$ cat config.mk
export PLATFORM = sky130hd
export DESIGN_NAME = boot_loader_ctrl
export DESIGN_NICKNAME = d
export VERILOG_FILES = /design/src/rtl/boot_loader_ctrl.sv
export SDC_FILE = /design/constraint.sdc
export NUM_CORES = 1
export LEC_CHECK = 0
export BUFFER_PORTS_ARGS = -buffer_cell sky130_fd_sc_hd__buf_2
export CORE_UTILIZATION = 40
export DETAILED_ROUTE_END_ITERATION = 12
export PLACE_DENSITY = 0.68
export SYNTH_ARGS = -nofsm -noshare
export SYNTH_HDL_FRONTEND = slang
export SYNTH_SLANG_ARGS = --single-unit
$ cat constraint.sdc
create_clock -name i_clk -period 4.5 [get_ports i_clk]
set_input_delay 0.9 -clock i_clk [delete_from_list [all_inputs] [get_ports i_clk]]
set_output_delay 0.9 -clock i_clk [all_outputs]
set_load 0.02 [all_outputs]
$ cat src/rtl/boot_loader_ctrl.sv
// rtl/boot_loader_ctrl.sv - framed byte-stream image loader that fills instruction memory and releases the core
// Frame: N lo, N hi, 4*N little-endian payload bytes, then an 8-bit payload checksum.
module boot_loader_ctrl #(
   parameter int DATA_WIDTH = 32,
   parameter int MEM_DEPTH  = 1024,
   parameter int ADDR_W     = 10,
   parameter int TIMEOUT    = 65535
) (
   input  logic                  i_clk,
   input  logic                  i_rst,
   input  logic                  i_start,
   input  logic [7:0]            i_rx_data,
   input  logic                  i_rx_valid,
   output logic                  o_rx_ready,
   output logic [ADDR_W-1:0]     o_imem_addr,
   output logic [DATA_WIDTH-1:0] o_imem_wdata,
   output logic                  o_imem_we,
   output logic                  o_core_en,
   output logic                  o_busy,
   output logic                  o_done,
   output logic                  o_error,
   output logic [ADDR_W:0]       o_words_loaded
);

   localparam int TW = $clog2(TIMEOUT + 1);

   typedef enum logic [2:0] {
      S_IDLE, S_HDR0, S_HDR1, S_LOAD, S_CSUM, S_RUN, S_ERR
   } state_t;

   state_t                  r_state;
   state_t                  w_next;
   logic [15:0]             r_n;
   logic [7:0]              r_sum;
   logic [1:0]              r_byte;
   logic [ADDR_W-1:0]       r_widx;
   logic [DATA_WIDTH-1:0]   r_word;
   logic [TW-1:0]           r_tmo;
   logic                    r_we;
   logic [ADDR_W-1:0]       r_addr;
   logic [DATA_WIDTH-1:0]   r_wdata;
   logic [ADDR_W:0]         r_words;
   logic                    w_busy;
   logic                    w_accept;
   logic                    w_last_word;
   logic [15:0]             w_n_full;
   logic [DATA_WIDTH-1:0]   w_word_next;

   assign w_busy      = (r_state == S_HDR0) || (r_state == S_HDR1) ||
                        (r_state == S_LOAD) || (r_state == S_CSUM);
   assign w_accept    = w_busy && i_rx_valid;
   assign w_n_full    = {i_rx_data, r_n[7:0]};
   assign w_last_word = ({{(16-ADDR_W){1'b0}}, r_widx} == (r_n - 16'd1));
   assign w_word_next = {i_rx_data, r_word[DATA_WIDTH-1:8]};

   always_ff @(posedge i_clk) begin
      if (i_rst) r_state <= S_IDLE;
      else       r_state <= w_next;
   end

   always_comb begin
      w_next = r_state;
      case (r_state)
         S_IDLE: ;
         S_HDR0: if (w_accept) w_next = S_HDR1;
         S_HDR1: if (w_accept) begin
            if (w_n_full == 16'd0 || w_n_full > 16'(MEM_DEPTH)) w_next = S_ERR;
            else                                                 w_next = S_LOAD;
         end
         S_LOAD: if (w_accept && r_byte == 2'd3 && w_last_word) w_next = S_CSUM;
         S_CSUM: if (w_accept) w_next = (i_rx_data == r_sum) ? S_RUN : S_ERR;
         S_RUN:  ;
         S_ERR:  ;
         default: w_next = S_IDLE;
      endcase
      if (w_busy && !i_rx_valid && r_tmo == TW'(TIMEOUT - 1)) w_next = S_ERR;
      // start overrides everything, including a byte arriving in the same cycle
      if (i_start) w_next = S_HDR0;
   end

   always_ff @(posedge i_clk) begin
      if (i_rst) begin
         r_n     <= '0;
         r_sum   <= '0;
         r_byte  <= '0;
         r_widx  <= '0;
         r_word  <= '0;
         r_tmo   <= '0;
         r_we    <= 1'b0;
         r_addr  <= '0;
         r_wdata <= '0;
         r_words <= '0;
      end else begin
         r_we <= 1'b0;
         if (!w_busy || w_accept || w_next != r_state) r_tmo <= '0;
         else                                           r_tmo <= r_tmo + TW'(1);
         if (i_start) begin
            r_n     <= '0;
            r_sum   <= '0;
            r_byte  <= '0;
            r_widx  <= '0;
            r_word  <= '0;
            r_words <= '0;
         end else if (w_accept) begin
            case (r_state)
               S_HDR0: r_n[7:0]  <= i_rx_data;
               S_HDR1: r_n[15:8] <= i_rx_data;
               S_LOAD: begin
                  r_sum  <= r_sum + i_rx_data;
                  r_word <= w_word_next;
                  r_byte <= r_byte + 2'd1;
                  if (r_byte == 2'd3) begin
                     r_we    <= 1'b1;
                     r_addr  <= r_widx;
                     r_wdata <= w_word_next;
                     r_words <= r_words + 1'b1;
                     if (!w_last_word) r_widx <= r_widx + 1'b1;
                  end
               end
               default: ;
            endcase
         end
      end
   end

   assign o_rx_ready     = w_busy;
   assign o_busy         = w_busy;
   assign o_imem_we      = r_we;
   assign o_imem_addr    = r_addr;
   assign o_imem_wdata   = r_wdata;
   assign o_words_loaded = r_words;
   assign o_core_en      = (r_state == S_RUN);
   assign o_done         = (r_state == S_RUN);
   assign o_error        = (r_state == S_ERR);

endmodule
; Word level (Yosys, flattened, before mapping)
; Cells that the tools add are included.
[classes]
n_addsub = 6
eq_ne = 11
magnitude_cmp = 1
muxes = 10
bitwise_logic = 4
n_reduce_logical = 25
[ops]
columns = op, n
row1 = 3-bit two-way mux, 7
row2 = 16-bit by 1-bit adder with 16-bit output (second input constant), 1
row3 = 10-bit by 16-bit == test with 1-bit output, 1
row4 = 16-bit == test (second input constant), 1
row5 = 16-bit by 11-bit greater-than comparator with 1-bit output (second input constant), 1
row6 = 16-bit zero test, 1
row7 = 16-bit by 1-bit subtractor with 16-bit output (second input constant), 1
row8 = 3-bit one-hot mux with 5 select lines, 1
row9 = 11-bit by 1-bit adder with 11-bit output (second input constant), 1
row10 = 10-bit by 1-bit adder with 10-bit output (second input constant), 1
row11 = 3-bit == test (second input constant), 3
row12 = 8-bit adder, 1
row13 = 8-bit == test, 1
row14 = 4-bit AND reduction, 2
row15 = 3-bit by 2-bit == test with 1-bit output (second input constant), 2
row16 = 1-bit logical OR, 6
row17 = 2-bit AND reduction, 3
row18 = 1-bit logical AND, 5
row19 = 1-bit inverter, 4
row20 = 2-bit OR reduction, 2
row21 = 4-bit OR reduction, 1
row22 = 3-bit by 1-bit == test with 1-bit output (second input constant), 1
row23 = 3-bit zero test, 1
row24 = 3-bit inequality test, 1
row25 = 7 further kinds, 8
[word_totals]
wordCells = 69
output_inout_bits = 59
in_bits = 12
ff_bits = 141

; Depth between registers and ports, before layout
; Gate-level depths: netlist of run 1.
[depth]
word_depth = 14
ltp_mapped = 12
ltp_nobuf = 10

; Worst setup path before layout of run 1
; No wires, ideal clock.
[synth_timing]
path_kind = reg-to-reg
startpoint = register r_n[2]
endpoint = register r_tmo[10]
arrival_time_ps = 2912
period_less_slack_ps = 3042
path_slack_ps = 1458
setup_time_ps = 130
t_required_ps = 4370
path_stages_with_launch = 11
cell_sequence = dfxtp_1 > buf_6 > or4_1 > buf_6 > nor4_1 > xor2_1 > or4_1 > or4_4 > a21oi_4 > buf_6 > nor4_1
[synth_via]
elab_chain_len = 10
elab_cells_between_ends = 15
[synth_lines]
columns = item, line_no
row1 = from (decl), 33  ; logic [15:0] r_n;
row2 = from (signal assigned), 106  ; S_HDR0: r_n[7:0] <= i_rx_data;
row3 = 16-bit by 1-bit subtractor with 16-bit output (tied with other cells), 53  ; assign w_last_word = ({{(16-ADDR_W){1'b0}}, r_widx} == (r_n - 16'd1));
row4 = 10-bit by 16-bit == test with 1-bit output / 1-bit logical OR (equally long branches), "53, 67"
row5 = 1-bit logical AND / 3-bit two-way mux (equally long branches), "70, 67"
row6 = "3-bit two-way mux, on equally long branches", "70, 66"
row7 = 3-bit one-hot mux with 5 select lines *, 63  ; case (r_state)
row8 = 3-bit two-way mux *, 76  ; if (w_busy && !i_rx_valid && r_tmo == TW'(TIMEOUT - 1)) w_next = S_ERR;
row9 = 3-bit two-way mux *, 78  ; if (i_start) w_next = S_HDR0;
row10 = 3-bit inequality test *, 95  ; if (!w_busy || w_accept || w_next != r_state) r_tmo <= '0;
row11 = 1-bit logical OR *, 95
row12 = 2-bit OR reduction (no source line) *, n/a
row13 = to (signal assigned), 96  ; else r_tmo <= r_tmo + TW'(1);
row14 = to (decl), 38  ; logic [TW-1:0] r_tmo;
; Mark *: on every way between the ends. The rest lies on a longest branch, timed or not.
; A chain may end at the register's enable or synchronous reset.

; Worst setup path in the final report of run 1
[layout_timing]
startpoint = register r_n[2]
endpoint = register r_tmo[9]
; The elaborated chain is that of the path after synthesis.

==> results.json, run 1 <==
{
  "arrival_ns": 3.65,
  "yosysSeqAreaShare_pct": 43.2,
  "cts-root-buf": "clkbuf_16",
  "whs_endpoint": "o_imem_wdata[30]$_SDFFE_PP0P_",
  "drv_cap": 0,
  "powerDensity_nw_per_um2": 371,
  "io_pins": 71,
  "wire_per_inst_um": 13.9,
  "avgViaCountPerCell": 5.29,
  "post-route-period-util_pct": 75.0,
  "gp_congestion": 0.847,
  "drt_wl_total_um": 14300,
  "period_needed_ns": 3.38,
  "cts_resized": 0,
  "h-tree-depth": 4,
  "clk_pin_slew_ns": 0.06,
  "synthDistinctLibCells": 59,
  "syn_area_per_cell_um2": 7.87,
  "hold_path.startpoint": "o_imem_wdata[30]$_SDFFE_PP0P_",
  "ys.flop_type": "dfxtp_1",
  "synth_area_um2": 6170,
  "fillers": 1502,
  "grt_max_degree": 48,
  "synthArstFlopShare_pct": 0,
  "max-slew-margin-rel_pct": 26.6,
  "r2r_start": "r_n[2]$_SDFFE_PP0P_",
  "grt_pass1_vias": 5030,
  "synth_area_leaders": "dfxtp_1 (43%), nand2_1 (12%), a21oi_1 (8.8%)",
  "required_ns": 4.78,
  "fin_util_pct": 47.5,
  "worstPathMaxFanout": 16,
  "end_kind": "flip-flop",
  "syn_inst": 784,
  "clkLatencyLatePin_ns": 0.42,
  "grt-ovfl-total": 0,
  "rows": 45,
  "yosys.area.top_type_share_pct": 43.2,
  "maxSlewViolCount": 0,
  "rrSetupSlack_ns": 1.12,
  "syn_to_final_growth_pct": 16.6,
  "cts.path.max_buffers": 2,
  "num_antenna_cells": 0,
  "max_freq_mhz": 296,
  "ir_worst_vdd_v": 0.000283,
  "multi_input_area_um2": 3230,
  "cts_tree": "done",
  "rr_endpoint": "r_tmo[9]$_SDFF_PP0_",
  "worst_pin_slew_ns": 1.09,
  "numCtsBuffers": 17,
  "yosysMostFrequentCell": "nand2_1",
  "drive_gt1_share_pct": 14.7,
  "rr_worst_depth": 7,
  "violations": "DRC",
  "ant_nets": 0,
  "die_y_um": 126,
  "power.total_mw": 2.67,
  "synth_edf_count": 0,
  "grt_setup_unrepaired": "no",
  "status": "finished with violations",
  "p_leak_nw": 2.58,
  "drtIter0Drc": 321,
  "nNetsFinal": 852,
  "ys_ff_latch": 133,
  "route.detailed.drc": 2,
  "core_um2": 15100,
  "netlist_top_cells_count": "nand2_1 (197), dfxtp_1 (133), a21oi_1 (109), clkbuf_1 (47), nor2_1 (42)",
  "setup_tns_ns": 0,
  "crit_type": "reg2reg",
  "regArea_um2": 2660,
  "hold_depth": 2,
  "yosysTopAreaCell": "dfxtp_1",
  "min_path_type": "reg2reg",
  "fin_skew_ns": 0.00530,
  "die_width_um": 126,
  "start_util_pct": 40.7,
  "yosysWarnings": 0,
  "dr.pass1.iters": 9,
  "die-area_um2": 15900,
  "grt_pass1_wl_um": 24500,
  "port_buffers": 70,
  "num_vias": 5429,
  "critPathLaunchType": "flip-flop",
  "setup_viol": 0,
  "track_usage_pct": 19.1,
  "antenna_found_initial": 0,
  "finalHoldViolations": 0,
  "syn_nets": 810,
  "postCtsHoldBufs": 0,
  "cts_sinks": 133,
  "hpwl_um": 9520,
  "post_cts_buffers": 0
}
[critical path, cell delays in order, from the launching register on]
cell and delay [ns]:
dfxtp_1 0.40, or4_1 0.73, nor4_1 0.37, xor2_1 0.12, or4_1 0.52, or4_4 0.56, a21oi_4 0.41, nor4_1 0.13
[report_power, final]
group | leakage (nW) | switching (mW) | internal [mW]
Clock | 0.287 | 0.586 | 0.784
Sequential | 1.07 | 0.00633 | 1.18
Combinational | 1.22 | 0.0790 | 0.0350
Total | 2.58 | 0.671 | 2.00
[final cells by class]
type | instances | share of cell area (%)
clock buffers | 17 | 5.92
clock inverters | 15 | 2.19
inverters | 13 | 0.679
multi-input cells | 584 | 45.0
flip-flops and latches | 133 | 37.0
well taps | 188 | 3.27
repair buffers | 77 | 5.95
[layer usage]
layer,global-route usage [%],share of wire (%),up-vias
li1,-,-,2778
met1,24.5,47,2515
met2,30.8,47,112
met3,4.25,3.6,24
met4,8.36,2.2,0
met5,0,0,-
[flip-flops by register name, indices dropped and copies added (netlist names), 3 cells and up]
signal and flops:
o_imem_wdata 32, r_word 24, r_n 16, r_tmo 16, o_words_loaded 11, o_imem_addr 10, r_widx 10, r_sum 8
r_state 3
[stage by stage]
step / worst slack [ns] / hold slack (ns) / cells / cell area, um^2
after CTS: 1.11 / 0.452 / 1027 / 7190
final: 1.12 / 0.449 / 1027 / 7190
after detailed placement: 0.984 / 0.443 / 995 / 6610
after global routing: 0.886 / 0.468 / 1027 / 7190
after global placement: 1.07 / 0.440 / 995 / 6610
after floorplan: 1.46 / 0.432 / 784 / 6170
[how the worst max path moves through the flow]
stage	slack, ns	endpoint	from	depth (start not counted)
floorplan	1.46	r_tmo[10]$_SDFF_PP0_	r_n[2]$_SDFFE_PP0P_	10
global placement	1.07	r_tmo[3]$_SDFF_PP0_	i_rx_data[3]	8
detailed placement	0.98	r_tmo[3]$_SDFF_PP0_	i_rx_data[3]	8
CTS	1.11	r_tmo[9]$_SDFF_PP0_	r_n[2]$_SDFFE_PP0P_	7
global route	0.89	r_tmo[3]$_SDFF_PP0_	r_n[0]$_SDFFE_PP0P_	9
finish	1.12	r_tmo[9]$_SDFF_PP0_	r_n[2]$_SDFFE_PP0P_	7
[cell families (layout without fill, tap and decap cells)]
logic type               after synthesis  count (layout)  share of synthesized area [%]
AO/OA/AOI/OAI                        154             154                           14.0
XOR/XNOR                              44              44                           6.25
adder cells (fa/ha/maj)               14              14                           2.96
buffers and inverters                 67             122                           4.61
flip-flops                           133             133                           43.2
multiplexers                           2               2                          0.325
AND/OR/NAND/NOR                      370             370                           28.7
[layout by cell type (no fill, tap or decap), types with 14 or more instances in the layout]
| master | netlist | routed |
|---|---|---|
| a21oi_1 | 109 | 109 |
| buf_2 | 2 | 70 |
| clkbuf_16 | 0 | 17 |
| dfxtp_1 | 133 | 133 |
| nand2_1 | 197 | 197 |
| nand3_1 | 19 | 18 |
| nor2_1 | 42 | 42 |
| nor3_1 | 14 | 14 |
| nor4_1 | 23 | 22 |
| o21ai_0 | 14 | 14 |
| xnor2_1 | 21 | 21 |
| xor2_1 | 23 | 23 |
(Power assumes the default switching activity.)
==> run 2: changes to the inputs <==
- ABC_AREA: default -> 1
- clock period: 4.5 -> 3.25 ns (I/O delays scaled with it)
==> results.json, run 2 <==
{
  "clkLatencyLatePin_ns": 0.42,
  "fillers": 1518,
  "die-area_um2": 16200,
  "p_leak_nw": 2.93,
  "arrival_ns": 2.96,
  "core_um2": 15300,
  "cts_tree": "done",
  "grt_max_degree": 38,
  "num_vias": 5744,
  "track_usage_pct": 20.3,
  "rr_endpoint": "r_tmo[2]$_SDFF_PP0_",
  "cts.path.max_buffers": 2,
  "drive_gt1_share_pct": 16.3,
  "port_buffers": 70,
  "cts_resized": 0,
  "synthArstFlopShare_pct": 0,
  "netlist_top_cells_count": "nand2_1 (186), dfxtp_1 (133), a21oi_1 (110), nand3_1 (78), inv_1 (68)",
  "finalHoldViolations": 0,
  "yosysMostFrequentCell": "nand2_1",
  "slowest_delay_ns": 0.52,
  "numCtsBuffers": 17,
  "grt-ovfl-total": 0,
  "status": "finished clean",
  "period_needed_ns": 2.63,
  "cts-root-buf": "clkbuf_16",
  "final_cells": 1134,
  "internal-power_mw": 2.77,
  "yosysTopAreaCell": "dfxtp_1",
  "rrSetupSlack_ns": 0.63,
  "cp_common_cell": "nand2_1",
  "wire_per_inst_um": 13.6,
  "post-route-period-util_pct": 80.8,
  "cts_sinks": 133,
  "syn_nets": 876,
  "multi_input_area_um2": 3180,
  "postCtsHoldBufs": 0,
  "cp_slowest_cell": "nor4_1",
  "start_util_pct": 41.2,
  "h-tree-depth": 4,
  "dr.pass1.iters": 6,
  "hold_depth": 2,
  "fin_util_pct": 48.4,
  "placed_cells": 1102,
  "whs_ns": 0.458,
  "whs_endpoint": "o_imem_wdata[3]$_SDFFE_PP0P_",
  "grt_setup_unrepaired": "no",
  "syn_area_per_cell_um2": 7.40,
  "syn_inst": 850,
  "avgViaCountPerCell": 5.07,
  "min_path_type": "reg2reg",
  "nNetsFinal": 936,
  "rows": 45,
  "drt_wl_total_um": 15400,
  "sw_frac_of_total_pct": 25.1,
  "yosysWarnings": 0,
  "grt_pass1_vias": 5483,
  "r2r_start": "r_n[0]$_SDFFE_PP0P_",
  "max_freq_mhz": 381,
  "yosysSeqAreaShare_pct": 42.3,
  "powerDensity_nw_per_um2": 500,
  "maxSlewViolCount": 0,
  "largest_register_ffs": 32,
  "setup_tns_ns": 0,
  "p_seq_share_pct": 44.4,
  "setup_viol": 0,
  "final_cell_mix": "nand2_1 (186), dfxtp_1 (133), a21oi_1 (110)",
  "synthDistinctLibCells": 39,
  "ys.flop_type": "dfxtp_1",
  "setup_ws_ns": 0.624,
  "p_sw_mw": 0.928,
  "rr_worst_depth": 19,
  "ir_worst_vdd_v": 0.000347,
  "ant_nets": 0,
  "drtIter0Drc": 346,
  "num_antenna_cells": 0,
  "critPathLaunchType": "input pin",
  "crit_chain": "buf_2 > ha_1 > nor2_1 > nand2_1 > nor4_1 > o21ai_0 > nor2_1 > nand3_1 > nand2_1 > nand2_1 > nand2_1 > nand3_4 > nor3_1",
  "route.detailed.drc": 0,
  "syn_to_final_growth_pct": 17.4,
  "die_width_um": 127,
  "drv_cap": 0,
  "io_pins": 71,
  "antenna_found_initial": 0,
  "regArea_um2": 2660,
  "die_y_um": 127,
  "ys_ff_latch": 133,
  "fin_skew_ns": 0.00746,
  "required_ns": 3.59,
  "yosys.area.top_type_share_pct": 42.3,
  "worstPathMaxFanout": 16,
  "end_kind": "flip-flop",
  "max-slew-margin-rel_pct": 50.1,
  "crit_type": "in2reg",
  "synth_area_leaders": "dfxtp_1 (42%), nand2_1 (11%), a21oi_1 (8.7%)",
  "p_comb_share_pct": 5.7,
  "gp_congestion": 0.845,
  "hpwl_um": 10900,
  "clk_pin_slew_ns": 0.06,
  "hold_path.startpoint": "o_imem_wdata[3]$_SDFFE_PP0P_",
  "post_cts_buffers": 0,
  "grt_pass1_wl_um": 26100,
  "synth_edf_count": 0,
  "worst_pin_slew_ns": 0.748,
  "p_clk_share_pct": 49.8,
  "dp_slack_ns": 0.220,
  "final_common_cell": "nand2_1",
  "synth_area_um2": 6290,
  "path_buf_inv": 1,
  "crit_family": "simple AND/OR/NAND/NOR gates"
}
## run 2: changes by cell type in the layout (fill, tap and decap cells not counted), moves of 7 or more
cell,change
inv_1,+55
nand2_1,-11
nand3_1,+60
nand4_1,+8
nor2_1,+13
nor2_2,+7
nor3_2,+13
nor4_1,-17
o21ai_0,+23
or3_1,-8
or4_1,-12
xnor2_1,-8
## run 2: worst max-delay path by stage
stage	from	end	slack, ns	cells past startpoint
6_report	i_rx_data[2]	r_tmo[2]$_SDFF_PP0_	0.62	13
5_1_grt	r_n[0]$_SDFFE_PP0P_	r_tmo[4]$_SDFF_PP0_	0.39	19
4_1_cts	r_n[0]$_SDFFE_PP0P_	r_tmo[2]$_SDFF_PP0_	0.64	19
3_5_place_dp	i_rx_data[2]	r_tmo[2]$_SDFF_PP0_	0.22	13
3_3_place_gp	i_rx_data[2]	r_tmo[2]$_SDFF_PP0_	0.38	13
2_1_floorplan	i_rx_data[4]	r_tmo[5]$_SDFF_PP0_	0.93	13
## run 2: layout make-up
| cell class | count | share of cell area [%] |
|---|---|---|
| Sequential cell | 133 | 36.0 |
| Multi-Input combinational cell | 604 | 43.1 |
| Tap cell | 211 | 3.57 |
| Clock inverter | 15 | 1.96 |
| Timing Repair Buffer | 81 | 5.86 |
| Inverter | 73 | 3.71 |
| Clock buffer | 17 | 5.76 |
## run 2: per-stage QoR
stage	area (um^2)	total power [mW]
2_1_floorplan	6290	1.83
3_3_place_gp	6820	1.88
3_5_place_dp	6820	1.89
4_1_cts	7390	3.73
5_1_grt	7390	3.83
6_report	7390	3.69
## run 2: power by group through the flow
stage	registers (mW)	logic, mW	clock network (mW)
floorplan	1.68	0.153	0
global placement	1.68	0.207	0
detailed placement	1.68	0.209	0
CTS	1.64	0.211	1.87
global route	1.64	0.237	1.96
finish	1.64	0.212	1.84
## run 2: worst min-delay path: cells and delay by family, from the launching register on
kind	cells	cell delay, ns
flip-flops	1	0.31
AND/OR/NAND/NOR	1	0.06
AO/OA/AOI/OAI	1	0.05
## run 2: per-layer routing
layer,up-vias,GRT usage (%),share of wire (%)
met5,-,0,0
met3,14,4.73,5.2
li1,2929,-,-
met2,140,32.9,46
met1,2661,26.4,47
met4,0,7.07,1.5
## run 2: cells by family after synthesis
logic type,Yosys count,synth area share (%)
buffers and inverters,113,7.14
flip-flops,133,42.3
XOR/XNOR,35,4.99
AND/OR/NAND/NOR,399,30.0
adder cells (fa/ha/maj),14,2.90
AO/OA/AOI/OAI,156,12.7
